**src/rtl/aes_aud_pkg.sv**
```systemverilog
// Shared AES3 subframe layout, preamble codes and state encoding for the
// multichannel stream packer.
package aes_aud_pkg;

    localparam logic [3:0] BSYNC   = 4'h1;
    localparam logic [3:0] SF1SYNC = 4'h2;
    localparam logic [3:0] SF2SYNC = 4'h3;

    localparam int P_BIT     = 31;
    localparam int C_BIT     = 30;
    localparam int U_BIT     = 29;
    localparam int V_BIT     = 28;
    localparam int AUD_MSB   = 27;
    localparam int AUD_LSB   = 4;
    localparam int AUD_WIDTH = AUD_MSB - AUD_LSB + 1;

    localparam int AES_BLOCK_FRAMES = 192;
    localparam int FRAME_CNT_W      = $clog2(AES_BLOCK_FRAMES);

    typedef enum logic {
        ST_IDLE,
        ST_SEND
    } pack_state_e;

    // Parity bit that makes the covered field plus P carry an even count of ones.
    function automatic logic even_parity(input logic [C_BIT-AUD_LSB:0] payload);
        return ^payload;
    endfunction

endpackage

```
**src/rtl/aud_frame_fifo.sv**
```systemverilog
// Synchronous frame FIFO with full/empty flags and an occupancy count.
module aud_frame_fifo #(
    parameter int DATA_W = 33,
    parameter int DEPTH  = 4
) (
    input  logic                     clk_i,
    input  logic                     rst_i,
    input  logic                     wr_en_i,
    input  logic [DATA_W-1:0]        wr_data_i,
    input  logic                     rd_en_i,
    output logic [DATA_W-1:0]        rd_data_o,
    output logic                     full_o,
    output logic                     empty_o,
    output logic [$clog2(DEPTH):0]   level_o
);

    localparam int AW = $clog2(DEPTH);

    logic [DATA_W-1:0] mem_q [DEPTH];
    logic [AW-1:0]     wr_ptr_q, wr_ptr_d;
    logic [AW-1:0]     rd_ptr_q, rd_ptr_d;
    logic [AW:0]       level_q,  level_d;
    logic              push, pop;

    assign full_o    = (level_q == (AW+1)'(DEPTH));
    assign empty_o   = (level_q == '0);
    assign level_o   = level_q;
    assign rd_data_o = mem_q[rd_ptr_q];

    assign push = wr_en_i && !full_o;
    assign pop  = rd_en_i && !empty_o;

    always_comb begin
        // NOTE: every always_comb output gets a default first so no path leaves it unassigned (no latch).
        wr_ptr_d = wr_ptr_q;
        rd_ptr_d = rd_ptr_q;
        level_d  = level_q;
        if (push) wr_ptr_d = wr_ptr_q + AW'(1);
        if (pop)  rd_ptr_d = rd_ptr_q + AW'(1);
        case ({push, pop})
            2'b10:   level_d = level_q + (AW+1)'(1);
            2'b01:   level_d = level_q - (AW+1)'(1);
            default: level_d = level_q;
        endcase
    end

    // NOTE: state registers use non-blocking assignments so every flop samples pre-edge values.
    always_ff @(posedge clk_i) begin
        if (rst_i) begin
            wr_ptr_q <= '0;
            rd_ptr_q <= '0;
            level_q  <= '0;
        end else begin
            wr_ptr_q <= wr_ptr_d;
            rd_ptr_q <= rd_ptr_d;
            level_q  <= level_d;
        end
    end

    // NOTE: storage is deliberately not reset; pointers and level alone define what is valid.
    always_ff @(posedge clk_i) begin
        if (push) mem_q[wr_ptr_q] <= wr_data_i;
    end

endmodule

```
**src/rtl/aes_multichannel_stream_packer.sv**
```systemverilog
// Buffers whole multichannel audio frames and serialises them as AES3 subframes,
// one channel per beat, with block-level channel status and mute handling.
module aes_multichannel_stream_packer
    import aes_aud_pkg::*;
#(
    parameter int           C_NUM_CHANNELS   = 2,
    parameter int           C_SAMPLE_WIDTH   = 16,
    parameter int           C_FIFO_DEPTH     = 4,
    parameter logic [191:0] C_CHANNEL_STATUS = 192'h0
) (
    input  logic                                     m00_axis_aud_aclk,
    input  logic                                     m00_axis_aud_areset,
    input  logic [C_NUM_CHANNELS*C_SAMPLE_WIDTH-1:0] s_frame_tdata,
    input  logic                                     s_frame_tvalid,
    output logic                                     s_frame_tready,
    input  logic                                     mute,
    output logic [31:0]                              m00_axis_aud_tdata,
    output logic [2:0]                               m00_axis_aud_tid,
    output logic                                     m00_axis_aud_tvalid,
    input  logic                                     m00_axis_aud_tready,
    output logic [$clog2(C_FIFO_DEPTH):0]            fifo_level,
    output logic                                     block_wrap
);

    localparam int FRAME_W = C_NUM_CHANNELS * C_SAMPLE_WIDTH;
    localparam int ENTRY_W = FRAME_W + 1;
    localparam logic [2:0]             LAST_CHAN  = 3'(C_NUM_CHANNELS - 1);
    localparam logic [FRAME_CNT_W-1:0] LAST_FRAME = FRAME_CNT_W'(AES_BLOCK_FRAMES - 1);

    logic                   fifo_push, fifo_pop, fifo_full, fifo_empty;
    logic [ENTRY_W-1:0]     fifo_rd_data;

    pack_state_e            state_q, state_d;
    logic [ENTRY_W-1:0]     hold_q,  hold_d;
    logic [2:0]             chan_q,  chan_d;
    logic [FRAME_CNT_W-1:0] frame_q, frame_d;
    logic                   wrap_q,  wrap_d;

    logic                      handshake, last_chan;
    logic [C_SAMPLE_WIDTH-1:0] sample;
    logic [AUD_WIDTH-1:0]      audio_word;
    logic                      frame_mute;
    logic [31:0]               subframe;

    assign s_frame_tready = !fifo_full && !m00_axis_aud_areset;
    assign fifo_push      = s_frame_tvalid && s_frame_tready;

    aud_frame_fifo #(
        .DATA_W (ENTRY_W),
        .DEPTH  (C_FIFO_DEPTH)
    ) u_fifo (
        .clk_i     (m00_axis_aud_aclk),
        .rst_i     (m00_axis_aud_areset),
        .wr_en_i   (fifo_push),
        .wr_data_i ({mute, s_frame_tdata}),
        .rd_en_i   (fifo_pop),
        .rd_data_o (fifo_rd_data),
        .full_o    (fifo_full),
        .empty_o   (fifo_empty),
        .level_o   (fifo_level)
    );

    assign handshake = (state_q == ST_SEND) && m00_axis_aud_tready;
    assign last_chan = (chan_q == LAST_CHAN);

    always_comb begin
        state_d  = state_q;
        hold_d   = hold_q;
        chan_d   = chan_q;
        frame_d  = frame_q;
        wrap_d   = 1'b0;
        fifo_pop = 1'b0;
        case (state_q)
            ST_IDLE: begin
                if (!fifo_empty) begin
                    fifo_pop = 1'b1;
                    hold_d   = fifo_rd_data;
                    chan_d   = '0;
                    state_d  = ST_SEND;
                end
            end
            ST_SEND: begin
                if (handshake) begin
                    if (!last_chan) begin
                        chan_d = chan_q + 3'd1;
                    end else begin
                        chan_d  = '0;
                        wrap_d  = (frame_q == LAST_FRAME);
                        frame_d = (frame_q == LAST_FRAME) ? '0 : frame_q + FRAME_CNT_W'(1);
                        // Chain straight into the next buffered frame so no idle beat appears.
                        if (!fifo_empty) begin
                            fifo_pop = 1'b1;
                            hold_d   = fifo_rd_data;
                        end else begin
                            state_d = ST_IDLE;
                        end
                    end
                end
            end
            default: state_d = ST_IDLE;
        endcase
    end

    always_ff @(posedge m00_axis_aud_aclk) begin
        if (m00_axis_aud_areset) begin
            state_q <= ST_IDLE;
            hold_q  <= '0;
            chan_q  <= '0;
            frame_q <= '0;
            wrap_q  <= 1'b0;
        end else begin
            state_q <= state_d;
            hold_q  <= hold_d;
            chan_q  <= chan_d;
            frame_q <= frame_d;
            wrap_q  <= wrap_d;
        end
    end

    // The subframe is derived purely from registered state, so it holds during a stall.
    always_comb begin
        sample     = hold_q[int'(chan_q)*C_SAMPLE_WIDTH +: C_SAMPLE_WIDTH];
        frame_mute = hold_q[FRAME_W];
        audio_word = '0;
        if (!frame_mute) audio_word[AUD_WIDTH-1 -: C_SAMPLE_WIDTH] = sample;

        subframe = '0;
        if (chan_q[0])           subframe[3:0] = SF2SYNC;
        else if (frame_q == '0)  subframe[3:0] = BSYNC;
        else                     subframe[3:0] = SF1SYNC;
        subframe[AUD_MSB:AUD_LSB] = audio_word;
        subframe[V_BIT]           = frame_mute;
        subframe[U_BIT]           = 1'b0;
        subframe[C_BIT]           = C_CHANNEL_STATUS[frame_q];
        subframe[P_BIT]           = even_parity(subframe[C_BIT:AUD_LSB]);
    end

    assign m00_axis_aud_tvalid = (state_q == ST_SEND);
    assign m00_axis_aud_tdata  = m00_axis_aud_tvalid ? subframe : 32'h0;
    assign m00_axis_aud_tid    = chan_q;
    assign block_wrap          = wrap_q;

endmodule

```
**config.mk**
```make
export PLATFORM = sky130hd
export DESIGN_NAME = aes_multichannel_stream_packer
export DESIGN_NICKNAME = d
export VERILOG_FILES = /design/src/rtl/aes_aud_pkg.sv /design/src/rtl/aud_frame_fifo.sv /design/src/rtl/aes_multichannel_stream_packer.sv
export SDC_FILE = /design/constraint.sdc
export NUM_CORES = 1
export LEC_CHECK = 0
export BUFFER_PORTS_ARGS = -buffer_cell sky130_fd_sc_hd__buf_2
export CAP_MARGIN = 40
export CORE_ASPECT_RATIO = 0.9
export CORE_MARGIN = 5
export CORE_UTILIZATION = 50
export DETAILED_ROUTE_END_ITERATION = 7
export PLACE_DENSITY_LB_ADDON = 0.25
export SYNTH_ARGS = -nofsm -noshare
export SYNTH_HDL_FRONTEND = slang
export SYNTH_SLANG_ARGS = --single-unit
```
**constraint.sdc**
```tcl
create_clock -name m00_axis_aud_aclk -period 2.85 [get_ports m00_axis_aud_aclk]
set_input_delay 0.1425 -clock m00_axis_aud_aclk [delete_from_list [all_inputs] [get_ports m00_axis_aud_aclk]]
set_output_delay 0.1425 -clock m00_axis_aud_aclk [all_outputs]
set_load 0.1 [all_outputs]
```
==> flow_summary.yaml, run 1 <==
power_and_ir_drop:
  p_int_uw: 5630
  p_switching_uw: 3370
  swShare: 0.375
  combPwrFrac: 0.351
  p_clk_frac: 0.254
  ir_worst_vdd_v: 0.000779
  totalPowerFinal_uw: 9000
  p_leak_uw: 0.00326
  p_seq_frac: 0.395
  power.density_nw_per_um2: 998
detailed_routing:
  wirelength_um: 14800
  num_vias: 4343
  ant_nets: 0
  drt-pass1-iter-count: 5
  drtIter0Drc: 303
  wire_per_inst_um: 17.9
  via_per_inst: 5.25
  drc: 0
clocking:
  cts_resized: 0
  clkLatencyLatePin_ps: 430
  cts_hold_buffers: 33
  htreeDepth: 4
  cts.sinks: 187
  cts_tree: "yes"
  clk_path_buf_depth: 2
  cts_root_buf: "clkbuf_16"
  numCtsBuffers: 17
  clk_pin_slew_ps: 60
  postCtsSetupRepairBufs: 0
finish:
  antenna_cells: 0
  final_layout_size_suffix_gt1_frac: 0.264
  post-route-util: 0.611
  fin_cells: 827
  seq_area_um2: 5080
  fill_cells: 1116
  multi_input_area_um2: 2330
  area_growth_syn_to_layout_pct: 19.6
  nets: 661
logic_synthesis:
  yosysUniqueCellTypes: 37
  netlist_area_um2: 7540
  ys.flop_type: "edfxtp_1"
  synthTopCellsByArea: "edfxtp_1 (53%), dfxtp_1 (15%), mux4_2 (9.9%), nand2_1 (3.6%), mux2i_1 (3.3%)"
  synthCells: 515
  synth.avg_cell_area_um2: 14.6
  synth-async-reset-ratio: 0
  synth_seq_area_share: 0.672
  yosysWarnings: 0
  synthTopCellsByCount: "edfxtp_1 (132), nand2_1 (72), dfxtp_1 (55), a21oi_1 (37)"
  yosysMostFrequentCell: "edfxtp_1"
  yosysTopAreaCellShare: 0.526
  synth_edf_count: 132
  ys_ff_latch: 187
  synth_top_cell_by_area: "edfxtp_1"
grt:
  grt_first_pass_wirelength_um: 24100
  first_global_vias: 4472
  overflow: 0
  grt_max_degree: 51
  antenna_found_initial: 0
  gr-usage-all-layers: 0.177
floorplanning:
  rows: 42
  die_area_um2: 17600
  die_y_um: 127
  start_util: 0.511
  core_um2: 14800
  die_w_um: 139
  pin_count: 78
sta:
  fmax_mhz: 372
  setup_violations: 0
  fin_crit_sh: 0.943
  fin_skew_ps: 10.6
  fin_crit_ps: 2690
  finalWorstSetupSlack_ps: 163
  max-slew-margin-rel: 0.636
  rsz0062_at_grt: "false"
  worst_pin_slew_ps: 546
  hold_viol_final: 0
  final_max_slew_viol_count: 0
placed_design:
  pre_cts_ws_ps: 565
  hpwlAfterDp_um: 9160
  dp.cells: 762
  place.gp.congestion: 0.797
  io_buffers: 65
critical_path:
  crit_buf_inv: 3
  cpLargestDelayFamily: "buffers and inverters"
  crit_chain: "buf_4 -> inv_2 -> mux2i_1 -> xnor2_1 -> xnor2_1 -> xnor2_1 -> o21bai_2 -> buf_2"
  cp-end-kind: "output port"
  cp_slowest_stage_delay_ps: 440
  start_kind: "flip-flop"
  arrival_ps: 2540
  worstSetupPathType: "reg2out"
  critical_path.most_common_cell: "xnor2_1"
  r2r.worst_path.cells: 10
  crit_slowest_cell: "buf_2"
  path_max_fanout: 21
  cp_num_cells: 8
  crit_required_ps: 2710
hold_path:
  hold_path_class: "in2reg"
  worstHoldPathCells: 3
run:
  drv_cap: 0
outcome:
  status: "completed"
-- flip-flops by register name, indices dropped and copies added, names as in the netlist, named ones only --
name and cells:
block_wrap 1, u_fifo.level_o 3, m00_axis_aud_tvalid 1, u_fifo.mem_q 132
u_fifo.rd_ptr_q 2, hold_q 33, m00_axis_aud_tid 3, frame_q 8
u_fifo.wr_ptr_q 2
-- stage by stage --
| stage | area [um2] | setup TNS [ps] | hold WS [ps] |
|---|---|---|---|
| after floorplan | 7650 | -460 | 241 |
| after global placement | 8110 | 0 | 353 |
| after detailed placement | 8110 | 0 | 358 |
| after CTS | 9020 | 0 | 156 |
| after global routing | 9020 | 0 | 177 |
| final | 9020 | 0 | 166 |
-- cell families after synthesis --
| family | after synthesis | share of synthesized area |
|---|---|---|
| mux | 58 | 0.132 |
| simple gates | 132 | 0.0765 |
| xor+xnor | 36 | 0.0418 |
| compound gates | 46 | 0.0327 |
| flops | 187 | 0.672 |
| fa+ha+maj | 8 | 0.0143 |
| other cells | 1 | 0.000497 |
| buf+inv | 47 | 0.0310 |
-- power groups by stage --
| stage | sequential (uW) | clock, uW | combinational, uW |
|---|---|---|---|
| final | 3550 | 2280 | 3160 |
| after global routing | 3610 | 2440 | 3420 |
| after CTS | 3560 | 2320 | 3200 |
| after detailed placement | 3610 | 0 | 3150 |
| after global placement | 3590 | 0 | 3120 |
| after floorplan | 3720 | 0 | 2380 |
-- worst reg2reg max path, stage by stage, from the launching register on --
cell and delay [ps]:
dfxtp_2 340, nand3b_1 220, o21ai_0 250, nand2b_1 120, inv_2 70, ha_1 170, inv_1 60, fa_1 380
xor2_1 170, or3_1 310, a21oi_1 150
-- worst paths after layout --
path	startpoint	endpoint	slack, ps
max	m00_axis_aud_tid[0]	m00_axis_aud_tdata[31]	160
min	s_frame_tvalid	u_fifo.wr_ptr_q[1]	170
max reg2reg	m00_axis_aud_tid[2]	u_fifo.level_o[2]	550
min reg2reg	hold_q[32]	hold_q[32]	490
-- cell type report --
cell class | count | area share
flip-flops and latches | 187 | 0.563
multi-input cells | 292 | 0.259
repair buffers | 108 | 0.0824
clock buffers | 18 | 0.0476
well taps | 198 | 0.0275
clock inverters | 14 | 0.0165
inverters | 10 | 0.00416
-- cells in the final DEF, fill, tap and decap left out, types with 2 or more instances in the layout --
cell type and n:
inv_2 2, nor3_1 5, dfxtp_2 5, ha_1 7, dlygate4sd3_1 33, inv_1 8
and2_1 3, clkbuf_16 17, buf_4 9, xnor2_1 11, clkinv_2 2, nand2b_1 2
conb_1 12, mux2i_1 25, o21ai_0 2, nor2_1 23, and3_2 4, nand4_1 2
nor2_2 10, buf_2 65, dfxtp_1 47, clkinv_4 5, dfxtp_4 3, mux4_2 33
nand3_1 2, a21oi_1 37, nor4_1 2, nand2_1 72, edfxtp_1 132, bufinv_16 2
xor2_1 25, clkinvlp_4 3, o21a_1 2
-- layer usage --
layer | routed length, um | global-route usage
met5 | 0 | 0
met4 | 125 | 0.0512
met3 | 785 | 0.0437
met2 | 7310 | 0.286
met1 | 6620 | 0.242
Note: power is estimated with default switching activity, not from simulation.
==> run 2: changes to the inputs <==
Settings changed: CORE_UTILIZATION 50 to 55, SYNTH_HIERARCHICAL set to 1.
==> run 2 against run 1 <==
  * Via count decreased by 1.8%
  * Core utilization increased by 5.0 points
  * Critical path depth decreased by 4
  * Critical path type unchanged
==> flow_summary.yaml, run 2 <==
power_and_ir_drop:
  power.density_nw_per_um2: 821
  totalPowerFinal_uw: 7570
  swShare: 0.318
  p_int_uw: 5160
  p_switching_uw: 2410
  p_clk_frac: 0.312
  p_seq_frac: 0.437
  combPwrFrac: 0.251
  p_leak_uw: 0.00331
  ir_worst_vdd_v: 0.000510
logic_synthesis:
  yosysWarnings: 6
  synth-async-reset-ratio: 0
  ys.flop_type: "edfxtp_1"
  synth.avg_cell_area_um2: 15.7
  synth_seq_area_share: 0.653
  yosysMostFrequentCell: "edfxtp_1"
  yosysTopAreaCellShare: 0.511
  synth_top_cell_by_area: "edfxtp_1"
  synthTopCellsByArea: "edfxtp_1 (51%), dfxtp_1 (14%), mux4_2 (8.7%), mux2i_1 (7.5%), nor2_1 (3.1%)"
  ys_ff_latch: 187
  yosysUniqueCellTypes: 49
  synth_edf_count: 132
  netlist_area_um2: 7760
  synthTopCellsByCount: "edfxtp_1 (132), nor2_1 (64), mux2i_1 (58), dfxtp_1 (55), mux4_2 (30)"
  synthCells: 495
critical_path:
  cp-end-kind: "output port"
  start_kind: "flip-flop"
  cp_num_cells: 4
  cpLargestDelayFamily: "simple AND/OR/NAND/NOR gates"
  crit_buf_inv: 1
  path_max_fanout: 16
  worstSetupPathType: "reg2out"
  arrival_ps: 2570
  crit_required_ps: 2710
  crit_chain: "or3b_4 -> or2_2 -> nor2_2 -> buf_2"
  crit_slowest_cell: "dfxtp_1"
  cp_slowest_stage_delay_ps: 540
  r2r.worst_path.cells: 11
sta:
  rsz0062_at_grt: "false"
  fmax_mhz: 369
  fin_skew_ps: 8.83
  setup_violations: 0
  max-slew-margin-rel: 0.610
  hold_viol_final: 0
  fin_crit_ps: 2710
  final_max_slew_viol_count: 0
  fin_crit_sh: 0.950
  worst_pin_slew_ps: 585
detailed_routing:
  wire_per_inst_um: 18.0
  drt-pass1-iter-count: 4
  drtIter0Drc: 310
  drc: 0
  num_vias: 4264
  ant_nets: 0
  via_per_inst: 5.31
  wirelength_um: 14400
finish:
  antenna_cells: 0
  fin_cells: 803
  post-route-util: 0.661
  reg.largest.list: "u_fifo/mem_q (132), hold_q (33), frame_q (8)"
  final_layout_size_suffix_gt1_frac: 0.290
  area_growth_syn_to_layout_pct: 18.8
  final_cell_mix: "edfxtp_1 (132), mux2i_1 (58), buf_2 (56), dfxtp_1 (50), nor2_1 (47)"
  nets: 642
  regMostFlops: "u_fifo/mem_q"
  largest_reg_flops: 132
  layout_commonest_cell: "edfxtp_1"
grt:
  antenna_found_initial: 0
  grt_max_degree: 53
  overflow: 0
  gr-usage-all-layers: 0.188
  first_global_vias: 4418
  grt_first_pass_wirelength_um: 23400
floorplanning:
  core_um2: 14000
  die_y_um: 123
  pin_count: 78
  die_w_um: 135
  rows: 41
  die_area_um2: 16600
  start_util: 0.556
outcome:
  status: "completed"
run:
  drv_cap: 0
clocking:
  clkLatencyLatePin_ps: 420
  clk_path_buf_depth: 2
  cts.sinks: 187
  clk_pin_slew_ps: 70
  cts_tree: "yes"
  numCtsBuffers: 17
  cts_root_buf: "clkbuf_16"
  postCtsSetupRepairBufs: 0
  htreeDepth: 4
placed_design:
  io_buffers: 65
  dp.cells: 738
  hpwlAfterDp_um: 9080
  place.gp.congestion: 0.819
hold_path:
  hold_path_class: "in2reg"
  worstHoldPathCells: 3
## run 2: changes by cell type after synthesis, sizes merged, moves of 4 or more
cell and change:
and3 -5, o21ai +4, nand2 -65, a21oi -28, nor2 +34, clkbuf -4
mux2i +33
## run 2: metal layers
metal	global-route usage	vias to the layer above	wire length, um
li1	-	2011	-
met1	0.242	2154	6320
met2	0.322	90	7420
met3	0.0496	9	582
met4	0.0479	0	109
met5	0	-	0
## run 2: final timing paths
kind	start	endpoint	slack [ps]
worst max-delay path	m00_axis_aud_tvalid	m00_axis_aud_tdata[27]	140
worst min-delay path	m00_axis_aud_tready	m00_axis_aud_tid[0]	50
worst max register to register	m00_axis_aud_tid[0]	u_fifo/level_o[2]	380
worst min register to register	u_fifo/rd_ptr_q[1]	flip-flop	500
## run 2: cells by family (layout without fill, tap and decap cells)
| logic type | Yosys count | in the layout | synth area share |
|---|---|---|---|
| other | 1 | 12 | 0.000483 |
| AND/OR/NAND/NOR | 104 | 104 | 0.0637 |
| adder cells (fa/ha/maj) | 8 | 8 | 0.0139 |
| AO/OA/AOI/OAI | 23 | 23 | 0.0187 |
| buffers and inverters | 48 | 152 | 0.0411 |
| multiplexers | 92 | 92 | 0.173 |
| flip-flops | 187 | 187 | 0.653 |
| XOR/XNOR | 32 | 32 | 0.0361 |
## run 2: area by class of cell
type,count,area [um2]
Sequential cell,187,5080
Inverter,12,45.0
Tap cell,193,241
Fill cell,990,4730
Clock inverter,14,161
Clock buffer,18,439
Timing Repair Buffer,108,778
Multi-Input combinational cell,271,2480
## run 2: power groups by stage
| stage | sequential, uW | combinational, uW | clock (uW) |
|---|---|---|---|
| after floorplan | 3390 | 1580 | 0 |
| after CTS | 3310 | 1910 | 2400 |
| after global placement | 3350 | 1850 | 0 |
| final | 3310 | 1900 | 2360 |
| after global routing | 3340 | 2050 | 2540 |
| after detailed placement | 3370 | 1870 | 0 |
## run 2: worst register-to-register path, cell delays in order (launching register included)
cell	delay, ps
dfxtp_4	460
nand2_2	120
o31ai_1	260
and2b_2	210
o31ai_2	80
inv_1	70
ha_1	170
inv_1	60
fa_1	370
xor2_1	160
or3_1	300
a21oi_1	140
## run 2: what timing repair did
action,4_1_cts,5_1_grt
endpoints found under the hold margin,132,0
resized for setup,0,9
hold buffers,33,0
setup endpoints to repair,0,9
## run 2: through the flow
stage | setup slack, ps | hold slack (ps) | area, um2 | setup TNS, ps
global route | 3.13 | 39.3 | 9220 | 0
floorplan | -289 | 241 | 7870 | -3340
detailed placement | 379 | 359 | 8270 | 0
CTS | 52.2 | 34.3 | 9200 | 0
global placement | 474 | 353 | 8270 | 0
finish | 142 | 51.8 | 9220 | 0
